`config.mk`:
```
export PLATFORM = sky130hd
export DESIGN_NAME = ysyx_25040105_mem_arb
export DESIGN_NICKNAME = d
export VERILOG_FILES = /design/src/rtl/ysyx_25040105_pkg.sv /design/src/rtl/ysyx_25040105_rr_arb2.sv /design/src/rtl/ysyx_25040105_mem_arb.sv
export SDC_FILE = /design/constraint.sdc
export NUM_CORES = 1
export LEC_CHECK = 0
export ABC_AREA = 1
export ABC_CLOCK_PERIOD_IN_PS = 2200
export CORE_ASPECT_RATIO = 0.8
export CORE_UTILIZATION = 35
export CTS_BUF_LIST = sky130_fd_sc_hd__clkbuf_16
export DETAILED_ROUTE_END_ITERATION = 16
export GPL_ROUTABILITY_DRIVEN = 0
export PLACE_DENSITY = 0.77
export REMOVE_ABC_BUFFERS = 1
export SLEW_MARGIN = 15
export SYNTH_ARGS = -nofsm -noshare
export SYNTH_HDL_FRONTEND = slang
export SYNTH_SLANG_ARGS = --single-unit
```
`constraint.sdc`:
```
create_clock -name clk -period 2.2 [get_ports clk]
set_input_delay 0.44 -clock clk [delete_from_list [all_inputs] [get_ports clk]]
set_output_delay 0.44 -clock clk [all_outputs]
set_load 0.02 [all_outputs]
```
`src/rtl/ysyx_25040105_pkg.sv`:
```
// Shared definitions for the memory arbiter: FSM state encoding, owner encoding,
// and default bus widths.
// Latency: n/a (types and constants only). Backpressure: n/a.
// Imported by ysyx_25040105_rr_arb2 and ysyx_25040105_mem_arb.
package ysyx_25040105_pkg;

  localparam int unsigned DEF_ADDR_W = 32;
  localparam int unsigned DEF_DATA_W = 32;

  // One outstanding transaction: idle -> drive request -> wait for response.
  typedef enum logic [1:0] {
    ST_IDLE = 2'd0,
    ST_REQ  = 2'd1,
    ST_WAIT = 2'd2
  } state_e;

  // Which requester owns the in-flight transaction. OWN_LSU is also the
  // round-robin preference after reset.
  typedef enum logic {
    OWN_IFU = 1'b0,
    OWN_LSU = 1'b1
  } owner_e;

endpackage

```
`src/rtl/ysyx_25040105_rr_arb2.sv`:
```
// Two-way round-robin grant (IFU vs LSU) with its preference pointer.
// Latency: grants are combinational from valids and pointer; pointer updates one edge after upd_i.
// Backpressure: grants only while en_i is high; pointer holds until a transaction completes.
// Ports: clk/rst; en_i arbitration window; ifu_vld_i/lsu_vld_i requests;
//        upd_i/upd_owner_i completion notice; ifu_gnt_o/lsu_gnt_o one-hot grants.
module ysyx_25040105_rr_arb2
  import ysyx_25040105_pkg::*;
(
  input  logic   clk,
  input  logic   rst,
  input  logic   en_i,
  input  logic   ifu_vld_i,
  input  logic   lsu_vld_i,
  input  logic   upd_i,
  input  owner_e upd_owner_i,
  output logic   ifu_gnt_o,
  output logic   lsu_gnt_o
);

  // pref_q names the requester that wins when both are valid.
  owner_e pref_q, pref_d;

  always_comb begin
    lsu_gnt_o = en_i && lsu_vld_i && (!ifu_vld_i || (pref_q == OWN_LSU));
    ifu_gnt_o = en_i && ifu_vld_i && (!lsu_vld_i || (pref_q == OWN_IFU));
  end

  // The requester just served drops to lower priority.
  always_comb begin
    pref_d = pref_q;
    if (upd_i) begin
      pref_d = (upd_owner_i == OWN_IFU) ? OWN_LSU : OWN_IFU;
    end
  end

  always_ff @(posedge clk) begin
    if (rst) begin
      pref_q <= OWN_LSU;
    end else begin
      pref_q <= pref_d;
    end
  end

endmodule

```
`src/rtl/ysyx_25040105_mem_arb.sv`:
```
// Arbitrates IFU and LSU onto a single memory port, one transaction in flight.
// Latency: accept N, mem request N+1, earliest response N+2 (combinational to owner), next accept N+3.
// Backpressure: requester ready only in IDLE; request held until mem_req_ready; WAIT aborts after TIMEOUT cycles.
// Ports: ifu_* fetch request/response, lsu_* load/store request/response,
//        mem_* registered request fields and single-cycle response pulse.
module ysyx_25040105_mem_arb
  import ysyx_25040105_pkg::*;
#(
  parameter int ADDR_W  = DEF_ADDR_W,
  parameter int DATA_W  = DEF_DATA_W,
  parameter int TIMEOUT = 255
) (
  input  logic                clk,
  input  logic                rst,
  // IFU
  input  logic                ifu_req_valid,
  output logic                ifu_req_ready,
  input  logic [ADDR_W-1:0]   ifu_addr,
  output logic                ifu_resp_valid,
  output logic [DATA_W-1:0]   ifu_rdata,
  output logic                ifu_err,
  // LSU
  input  logic                lsu_req_valid,
  output logic                lsu_req_ready,
  input  logic [ADDR_W-1:0]   lsu_addr,
  input  logic                lsu_wen,
  input  logic [DATA_W-1:0]   lsu_wdata,
  input  logic [DATA_W/8-1:0] lsu_wmask,
  output logic                lsu_resp_valid,
  output logic [DATA_W-1:0]   lsu_rdata,
  output logic                lsu_err,
  // Memory
  output logic                mem_req_valid,
  input  logic                mem_req_ready,
  output logic [ADDR_W-1:0]   mem_addr,
  output logic                mem_wen,
  output logic [DATA_W-1:0]   mem_wdata,
  output logic [DATA_W/8-1:0] mem_wmask,
  input  logic                mem_resp_valid,
  input  logic [DATA_W-1:0]   mem_rdata
);

  localparam int MASK_W = DATA_W / 8;

  state_e              state_q, state_d;
  owner_e              owner_q, owner_d;
  logic [ADDR_W-1:0]   addr_q, addr_d;
  logic                wen_q, wen_d;
  logic [DATA_W-1:0]   wdata_q, wdata_d;
  logic [MASK_W-1:0]   wmask_q, wmask_d;
  logic [15:0]         timer_q, timer_d;

  logic                in_idle, in_req, in_wait;
  logic                ifu_gnt, lsu_gnt, accept;
  logic                resp_hit, tmo_hit, done;
  logic [16:0]         wait_cnt;
  logic [DATA_W-1:0]   resp_rdata;

  // Reset is folded into the state decodes so nothing handshakes or pulses
  // during the reset cycle; an abandoned transaction stays silent.
  assign in_idle = (state_q == ST_IDLE) && !rst;
  assign in_req  = (state_q == ST_REQ)  && !rst;
  assign in_wait = (state_q == ST_WAIT) && !rst;

  ysyx_25040105_rr_arb2 u_rr (
    .clk         (clk),
    .rst         (rst),
    .en_i        (in_idle),
    .ifu_vld_i   (ifu_req_valid),
    .lsu_vld_i   (lsu_req_valid),
    .upd_i       (done),
    .upd_owner_i (owner_q),
    .ifu_gnt_o   (ifu_gnt),
    .lsu_gnt_o   (lsu_gnt)
  );

  assign accept = ifu_gnt || lsu_gnt;

  // wait_cnt counts WAIT cycles including the current one, so the abort lands
  // exactly TIMEOUT cycles after the request handshake. A response in that
  // same cycle takes priority.
  assign wait_cnt = {1'b0, timer_q} + 17'd1;
  assign resp_hit = in_wait && mem_resp_valid;
  assign tmo_hit  = in_wait && !mem_resp_valid && (wait_cnt == 17'(TIMEOUT));
  assign done     = resp_hit || tmo_hit;

  always_comb begin
    state_d = state_q;
    owner_d = owner_q;
    addr_d  = addr_q;
    wen_d   = wen_q;
    wdata_d = wdata_q;
    wmask_d = wmask_q;
    timer_d = timer_q;
    unique case (state_q)
      ST_IDLE: begin
        if (accept) begin
          state_d = ST_REQ;
          owner_d = lsu_gnt ? OWN_LSU : OWN_IFU;
          addr_d  = lsu_gnt ? lsu_addr : ifu_addr;
          // Fetches are always reads with no byte lanes enabled.
          wen_d   = lsu_gnt && lsu_wen;
          wdata_d = lsu_gnt ? lsu_wdata : '0;
          wmask_d = lsu_gnt ? lsu_wmask : '0;
        end
      end
      ST_REQ: begin
        // No abort here: memory may backpressure indefinitely.
        if (mem_req_ready) begin
          state_d = ST_WAIT;
          timer_d = '0;
        end
      end
      ST_WAIT: begin
        if (done) begin
          state_d = ST_IDLE;
        end else begin
          timer_d = timer_q + 16'd1;
        end
      end
      default: state_d = ST_IDLE;
    endcase
  end

  always_ff @(posedge clk) begin
    if (rst) begin
      state_q <= ST_IDLE;
      owner_q <= OWN_IFU;
      addr_q  <= '0;
      wen_q   <= 1'b0;
      wdata_q <= '0;
      wmask_q <= '0;
      timer_q <= '0;
    end else begin
      state_q <= state_d;
      owner_q <= owner_d;
      addr_q  <= addr_d;
      wen_q   <= wen_d;
      wdata_q <= wdata_d;
      wmask_q <= wmask_d;
      timer_q <= timer_d;
    end
  end

  assign ifu_req_ready = ifu_gnt;
  assign lsu_req_ready = lsu_gnt;

  assign mem_req_valid = in_req;
  assign mem_addr      = addr_q;
  assign mem_wen       = wen_q;
  assign mem_wdata     = wdata_q;
  assign mem_wmask     = wmask_q;

  // A timeout returns zero data with err set.
  assign resp_rdata = resp_hit ? mem_rdata : '0;

  assign ifu_resp_valid = done && (owner_q == OWN_IFU);
  assign ifu_rdata      = ifu_resp_valid ? resp_rdata : '0;
  assign ifu_err        = ifu_resp_valid && tmo_hit;

  assign lsu_resp_valid = done && (owner_q == OWN_LSU);
  assign lsu_rdata      = lsu_resp_valid ? resp_rdata : '0;
  assign lsu_err        = lsu_resp_valid && tmo_hit;

endmodule

```
==> reports/results.txt, run 1 <==
Post-layout min period: 2.553 ns
Post-synth cell types: 27
Clock Power Share: 31.8%
Failing checks: setup timing
Outcome: finished with violations
Overflow after GRT: 0
Period utilisation layout: 116.0%
Largest net degree at the start of global routing: 47
Slew at the pin closest to its max-slew limit: 0.5155 ns
Worst-skew pair later-pin latency: 0.33 ns
Combinational share of power: 31.8%
Share of layout cells above drive strength 1: 25.19%
Fin cells: 1239
ANT cells: 0
P_int: 3.474 mW
Total GRT Usage: 25.32%
Tot Pwr: 5.110 mW
Cells after DPL: 1201
CTS HTree Levels: 3
Post-synthesis sequential area ratio: 39.90%
Type of origin of the critical path: flip-flop
Router iterations before antenna repair: 5
Synth-to-layout area growth: 91.43%
Die height: 103.0 µm
DPL Wire Length: 13.16 mm
Max Clock Skew: 0.01150 ns
Chip width: 128.3 µm
Num ports: 279
Clock Path Buffers: 2
CTS clk-pin slew, worst paths: 0.07 ns
Input/output buffers: 278
Crit path arrival time: 2.11 ns
# DRC: 0
First-pass GRT wire length: 26.27 mm
Via density: 4.763
Reg power frac: 36.5%
Hold WC Path Type: flip-flop to flip-flop
First DRT Iteration DRCs: 285
Initial antenna violation count: 0
Area of placed instances: 7901 µm²
Sink Count: 89
FP Rows: 36
Final hold violation count: 0
Crit. End Element: primary output
CTS tree: built
DR WL/cell: 15.33 µm
Max-slew headroom: 65.63%
CTS Buf Count: 9
RSZ-0062 raised after global routing: yes
Commonest non-fill, non-tap cell in the layout: clkdlybuf4s50_1
Switching Fraction: 32.01%
Core box area: 12300 µm²
Wirelength, routed: 18.99 mm
Pleak: 3.569 nW
Cell area after layout: 8548 µm²
PwrDens: 597.8 nW/µm²
Max Fanout on Critical Path: 4
ANT nets after route: 0
Syn Std Cell Area: 4466 µm²
Crit Path Category: flip-flop to primary output
Worst Path Required: 1.76 ns
Post-synthesis register bit count: 89
Pins Over Slew Limit: 0
Vias in the first global route: 5286
Final setup viols: 22
# fillers: 1071
NetSw: 1.635 mW
Max Cap Violations: 0
Ranking of synthesized cells by area: dfxtp_1 (40%), nand2_1 (19%), nor2_1 (15%)
Clock root buffer: clkbuf_16
Post-Syn Instances: 722
Die area: 13220 µm²
Syn Area/Cell: 6.185 µm²
Final WS setup: -0.3528 ns
Fmax: 391.7 MHz
Yosys Warn Count: 0
Worst vdd ir: 0.4628 mV
Via count: 5901
Post-synth top area share: 39.90%
Synth area leader: dfxtp_1
Commonest non-fill, non-tap cells in the layout: clkdlybuf4s50_1 (205), nand2_1 (204), nor2_1 (157)
Initial Util: 36.31%
Nets@finish: 1204
## layout make-up
class | count | area [µm²] | area share, %
timing repair buffer | 374 | 3379 | 39.53
inverter | 25 | 102.6 | 1.200
sequential | 89 | 1807 | 21.14
multi-input combinational | 564 | 2723 | 31.85
clock inverter | 7 | 97.59 | 1.142
tap | 171 | 214.0 | 2.503
clock buffer | 9 | 225.2 | 2.635
## synth_stat cells, drive strengths merged
master	instances
nand2	233
nor2	183
dfxtp	89
a21oi	72
o21ai	37
clkbuf	31
inv	23
nand3	14
buf	13
nand4	7
nor3	6
nand3b	3
clkinv	2
ha	2
xnor2	2
a21boi	1
o211ai	1
o31ai	1
or2	1
xor2	1
## routing by layer
layer / GRT usage (%) / wire length [µm] / vias up
met5: 0 / 0 / -
met4: 8.688 / 386 / 0
met3: 6.435 / 1291 / 24
met2: 45.49 / 9623 / 223
met1: 29.49 / 7688 / 2704
li1: - / - / 2950
## power groups by stage
| stage | clock network, mW | logic [mW] | registers [mW] |
|---|---|---|---|
| final | 1.62 | 1.62 | 1.86 |
| after global routing | 1.74 | 1.74 | 1.88 |
| after detailed placement | 0 | 1.44 | 1.88 |
| after global placement | 0 | 1.43 | 1.87 |
| after floorplan | 0 | 0.481 | 2.00 |
| after CTS | 1.66 | 1.48 | 1.85 |
## kinds of logic after synthesis
kind of cell / count (synthesis) / synth area share, %
simple gates: 447 / 39.73
compound gates: 112 / 12.72
flops: 89 / 39.90
buf+inv: 69 / 6.500
xor+xnor: 3 / 0.5885
fa+ha+maj: 2 / 0.5603
## worst max-delay path: stages, from the launching register on
cell and delay (ns):
dfxtp_2 0.36, nand2_1 0.09, buf_4 0.14, nor2_1 0.17
nand3_1 0.10, nand2_1 0.07, nand2_1 0.13, nor2_4 0.16
nand2_2 0.06, nor2_2 0.12, nand2_2 0.08, nand2_2 0.08
nand2_2 0.06, inv_2 0.05, buf_6 0.10
## path summary, 6_finish.rpt
kind | start | end | slack, ns | cells past startpoint
hold / removal | mem_wdata[14] | mem_wdata[14] | 0.46 | 2
hold reg to reg | mem_wdata[14] | mem_wdata[14] | 0.46 | 2
setup / recovery | timer_q[8] | ifu_resp_valid | -0.35 | 14
setup reg to reg | timer_q[8] | u_rr.pref_q | -0.29 | 19
## timing repair
action	4_1_cts	5_1_grt
resized for setup	280	109
gates cloned	0	6
hold buffers	0	0
buffers inserted	8	9
setup endpoints to repair	71	70
pin swaps	13	28
## flip-flops by register name, summed over array words and instances (netlist names)
signal	count
mem_wdata	32
mem_wen	1
owner_q	1
state_q	2
mem_addr	32
u_rr.pref_q	1
mem_wmask	4
timer_q	16
## through the flow
step / util [%] / worst slack (ns) / TNS [ns] / hold slack [ns]
floorplan: - / -3.092 / -241.40 / 0.4791
global placement: 64.26 / -0.6335 / -25.45 / 0.4452
detailed placement: 64.26 / -0.6749 / -26.57 / 0.4529
CTS: 67.35 / -0.3008 / -1.385 / 0.4607
global route: 69.52 / -0.5019 / -7.191 / 0.4852
finish: 69.52 / -0.3528 / -3.792 / 0.4598
(Power assumes the default switching activity.)
==> inputs of run 2 (changes only) <==
--- a/config.mk
+++ b/config.mk
@@ -8,6 +8,7 @@
 export ABC_AREA = 1
 export ABC_CLOCK_PERIOD_IN_PS = 2200
 export CORE_ASPECT_RATIO = 0.8
+export CORE_MARGIN = 1.5
 export CORE_UTILIZATION = 35
 export CTS_BUF_LIST = sky130_fd_sc_hd__clkbuf_16
 export DETAILED_ROUTE_END_ITERATION = 16
==> reports/results.txt, run 2 (synthesis results as in run 1) <==
Outcome: finished with violations
Failing checks: setup timing
Nets@finish: 1212 (+0.66%)
Crit-path leading delay family: simple AND/OR/NAND/NOR gates
Crit path launch: timer_q[0]
First DRT Iteration DRCs: 541 (+90%)
Hold WC Path Type: flip-flop to flip-flop
Fin cells: 1247 (+0.65%)
Reg-to-Reg End: u_rr.pref_q
Final WS setup: -0.5585 ns (-0.2056 ns)
Pleak: 3.832 nW (+7.4%)
R2R setup slack: -0.56 ns (-0.27 ns)
Crit Path Category: flip-flop to flip-flop
Share of layout cells above drive strength 1: 32.06% (+6.9 points)
Core box area: 12300 µm² (unchanged)
Max Fanout on Critical Path: 4 (unchanged)
Via density: 5.132 (+7.8%)
Hold depth: 2 (unchanged)
Crit. End Element: flip-flop
CTS clk-pin slew, worst paths: 0.07 ns (about the same)
Final setup viols: 85 (+290%)
Crit path arrival time: 3.01 ns (+0.90 ns)
Tot Pwr: 5.486 mW (+7.4%)
R2R depth: 20 (+1)
# DRC: 0 (unchanged)
Overflow after GRT: 0 (unchanged)
Die area: 13450 µm² (+1.8%)
Type of origin of the critical path: flip-flop
Worst vdd ir: 0.4691 mV (+1.4%)
Chip width: 129.3 µm (+0.78%)
Synth-to-layout area growth: 117.0%
Largest net degree at the start of global routing: 72 (+53%)
Max-slew headroom: 47.69% (-18 points)
RSZ-0062 raised after global routing: yes
Critical path's slowest cell: dfxtp_4
Sink Count: 89 (unchanged)
Buf+Inv Stages, Crit Path: 7 (+4)
Slowest Stage Delay on Critical Path: 0.40 ns (+0.04 ns)
CTS tree: built
Router iterations before antenna repair: 5 (unchanged)
Hold wc startpoint: mem_wdata[5]
Worst Path Required: 2.45 ns (+0.69 ns)
Cells after DPL: 1198 (-0.25%)
ANT nets after route: 0 (unchanged)
Final hold violation count: 0 (unchanged)
RR Startpoint: timer_q[0]
DPL Wire Length: 12.45 mm (-5.4%)
Max Clock Skew: 0.007216 ns (-0.004282 ns)
Initial antenna violation count: 0 (unchanged)
Max Cap Violations: 0 (unchanged)
Fmax: 362.5 MHz (-7.5%)
ANT cells: 0 (unchanged)
# fillers: 797 (-26%)
Crit path top cell by count: buf_4
Commonest non-fill, non-tap cell in the layout: clkdlybuf4s50_1
Vias in the first global route: 5395 (+2.1%)
Initial Util: 36.31% (unchanged)
Pins Over Slew Limit: 0 (unchanged)
Slew at the pin closest to its max-slew limit: 0.7846 ns (+0.2691 ns)
Wirelength, routed: 22.78 mm (+20%)
Worst-skew pair later-pin latency: 0.34 ns (about the same)
Cells along the critical path: ha_4, nand2_4, nor2_4, nand3_2, nand2_2, nand2_2, nor2_1, nand2_1, nor2_2, nand2_2, nand2_2, nand2_2, buf_4, buf_4, buf_4, buf_4, buf_4, buf_4, buf_4, o211ai_1
FP Rows: 36 (unchanged)
Period utilisation layout: 125.4% (+9.3 points)
Die height: 104.0 µm (+0.97%)
Clock root buffer: clkbuf_16
Post-layout min period: 2.758 ns (+0.2056 ns)
Total GRT Usage: 24.40% (-0.92 points)
Hold EP: mem_wdata[5]
Num ports: 279 (unchanged)
CTS HTree Levels: 3 (unchanged)
Clock Path Buffers: 2 (unchanged)
Input/output buffers: 278 (unchanged)
PwrDens: 566.2 nW/µm² (-5.3%)
CTS Buf Count: 9 (unchanged)
First-pass GRT wire length: 26.32 mm (+0.21%)
Via count: 6400 (+8.5%)
DR WL/cell: 18.27 µm (+19%)
Commonest non-fill, non-tap cells in the layout: clkdlybuf4s50_1 (206), nand2_1 (180), nor2_1 (116)
-- run 2: changes by cell type in the layout (fill, tap and decap cells not counted), sizes merged --
cell,delta
clkdlybuf4s15,-1
buf,+28
clkbuf,-20
clkdlybuf4s50,+1
clkinv,-2
bufinv,+2
-- run 2: final cells by class --
| class | count | area [µm²] | share of cell area, % |
|---|---|---|---|
| Tap cell | 171 | 214.0 | 2.208 |
| Multi-Input combinational cell | 564 | 3363 | 34.71 |
| Sequential cell | 89 | 1808 | 18.66 |
| Inverter | 25 | 98.84 | 1.020 |
| Timing Repair Buffer | 382 | 3854 | 39.77 |
| Clock inverter | 7 | 126.4 | 1.304 |
| Clock buffer | 9 | 225.2 | 2.324 |
-- run 2: power breakdown --
| part | internal [mW] | total, mW | switching, mW |
|---|---|---|---|
| registers | 1.76 | 1.87 | 0.117 |
| clock network | 1.12 | 1.80 | 0.676 |
| logic | 0.846 | 1.81 | 0.966 |
| total | 3.73 | 5.49 | 1.76 |
-- run 2: timing repair --
item                                    4_1_cts  5_1_grt
pin swaps                                    14       43
gates resized for setup                     324      337
hold buffers                                  0        0
endpoints found under the setup margin       85       88
gates cloned                                  0        6
setup buffers                                10       17
-- run 2: metal layers --
metal	vias up	GRT usage (%)	share of wire [%]
met1	2934	29.53	36
met4	0	5.939	5.5
met3	117	6.276	8.5
met5	-	0	0
met2	375	42.78	50
li1	2974	-	-
-- run 2: worst max-delay path by stage --
stage | to | slack [ns] | cells past startpoint
after floorplan | state_q[0] | -3.09 | 5
after global placement | ifu_resp_valid | -0.64 | 14
after detailed placement | ifu_resp_valid | -0.67 | 14
after CTS | lsu_err | -0.29 | 11
after global routing | u_rr.pref_q | -0.66 | 20
final | u_rr.pref_q | -0.56 | 20
-- run 2: through the flow --
stage	TNS (ns)	setup slack [ns]	hold slack, ns	utilization, %	area (µm²)
floorplan	-241.40	-3.092	0.4791	-	4269
global placement	-28.70	-0.6390	0.4457	64.36	7914
detailed placement	-30.38	-0.6706	0.4491	64.36	7914
CTS	-4.705	-0.2859	0.4598	67.49	8299
global route	-25.51	-0.6603	0.4772	78.80	9689
finish	-19.82	-0.5585	0.4580	78.80	9689
-- run 2: worst min-delay path: stages (launching register included) --
cell     delay, ns
dfxtp_1       0.31
nand2_1       0.06
a21oi_1       0.05
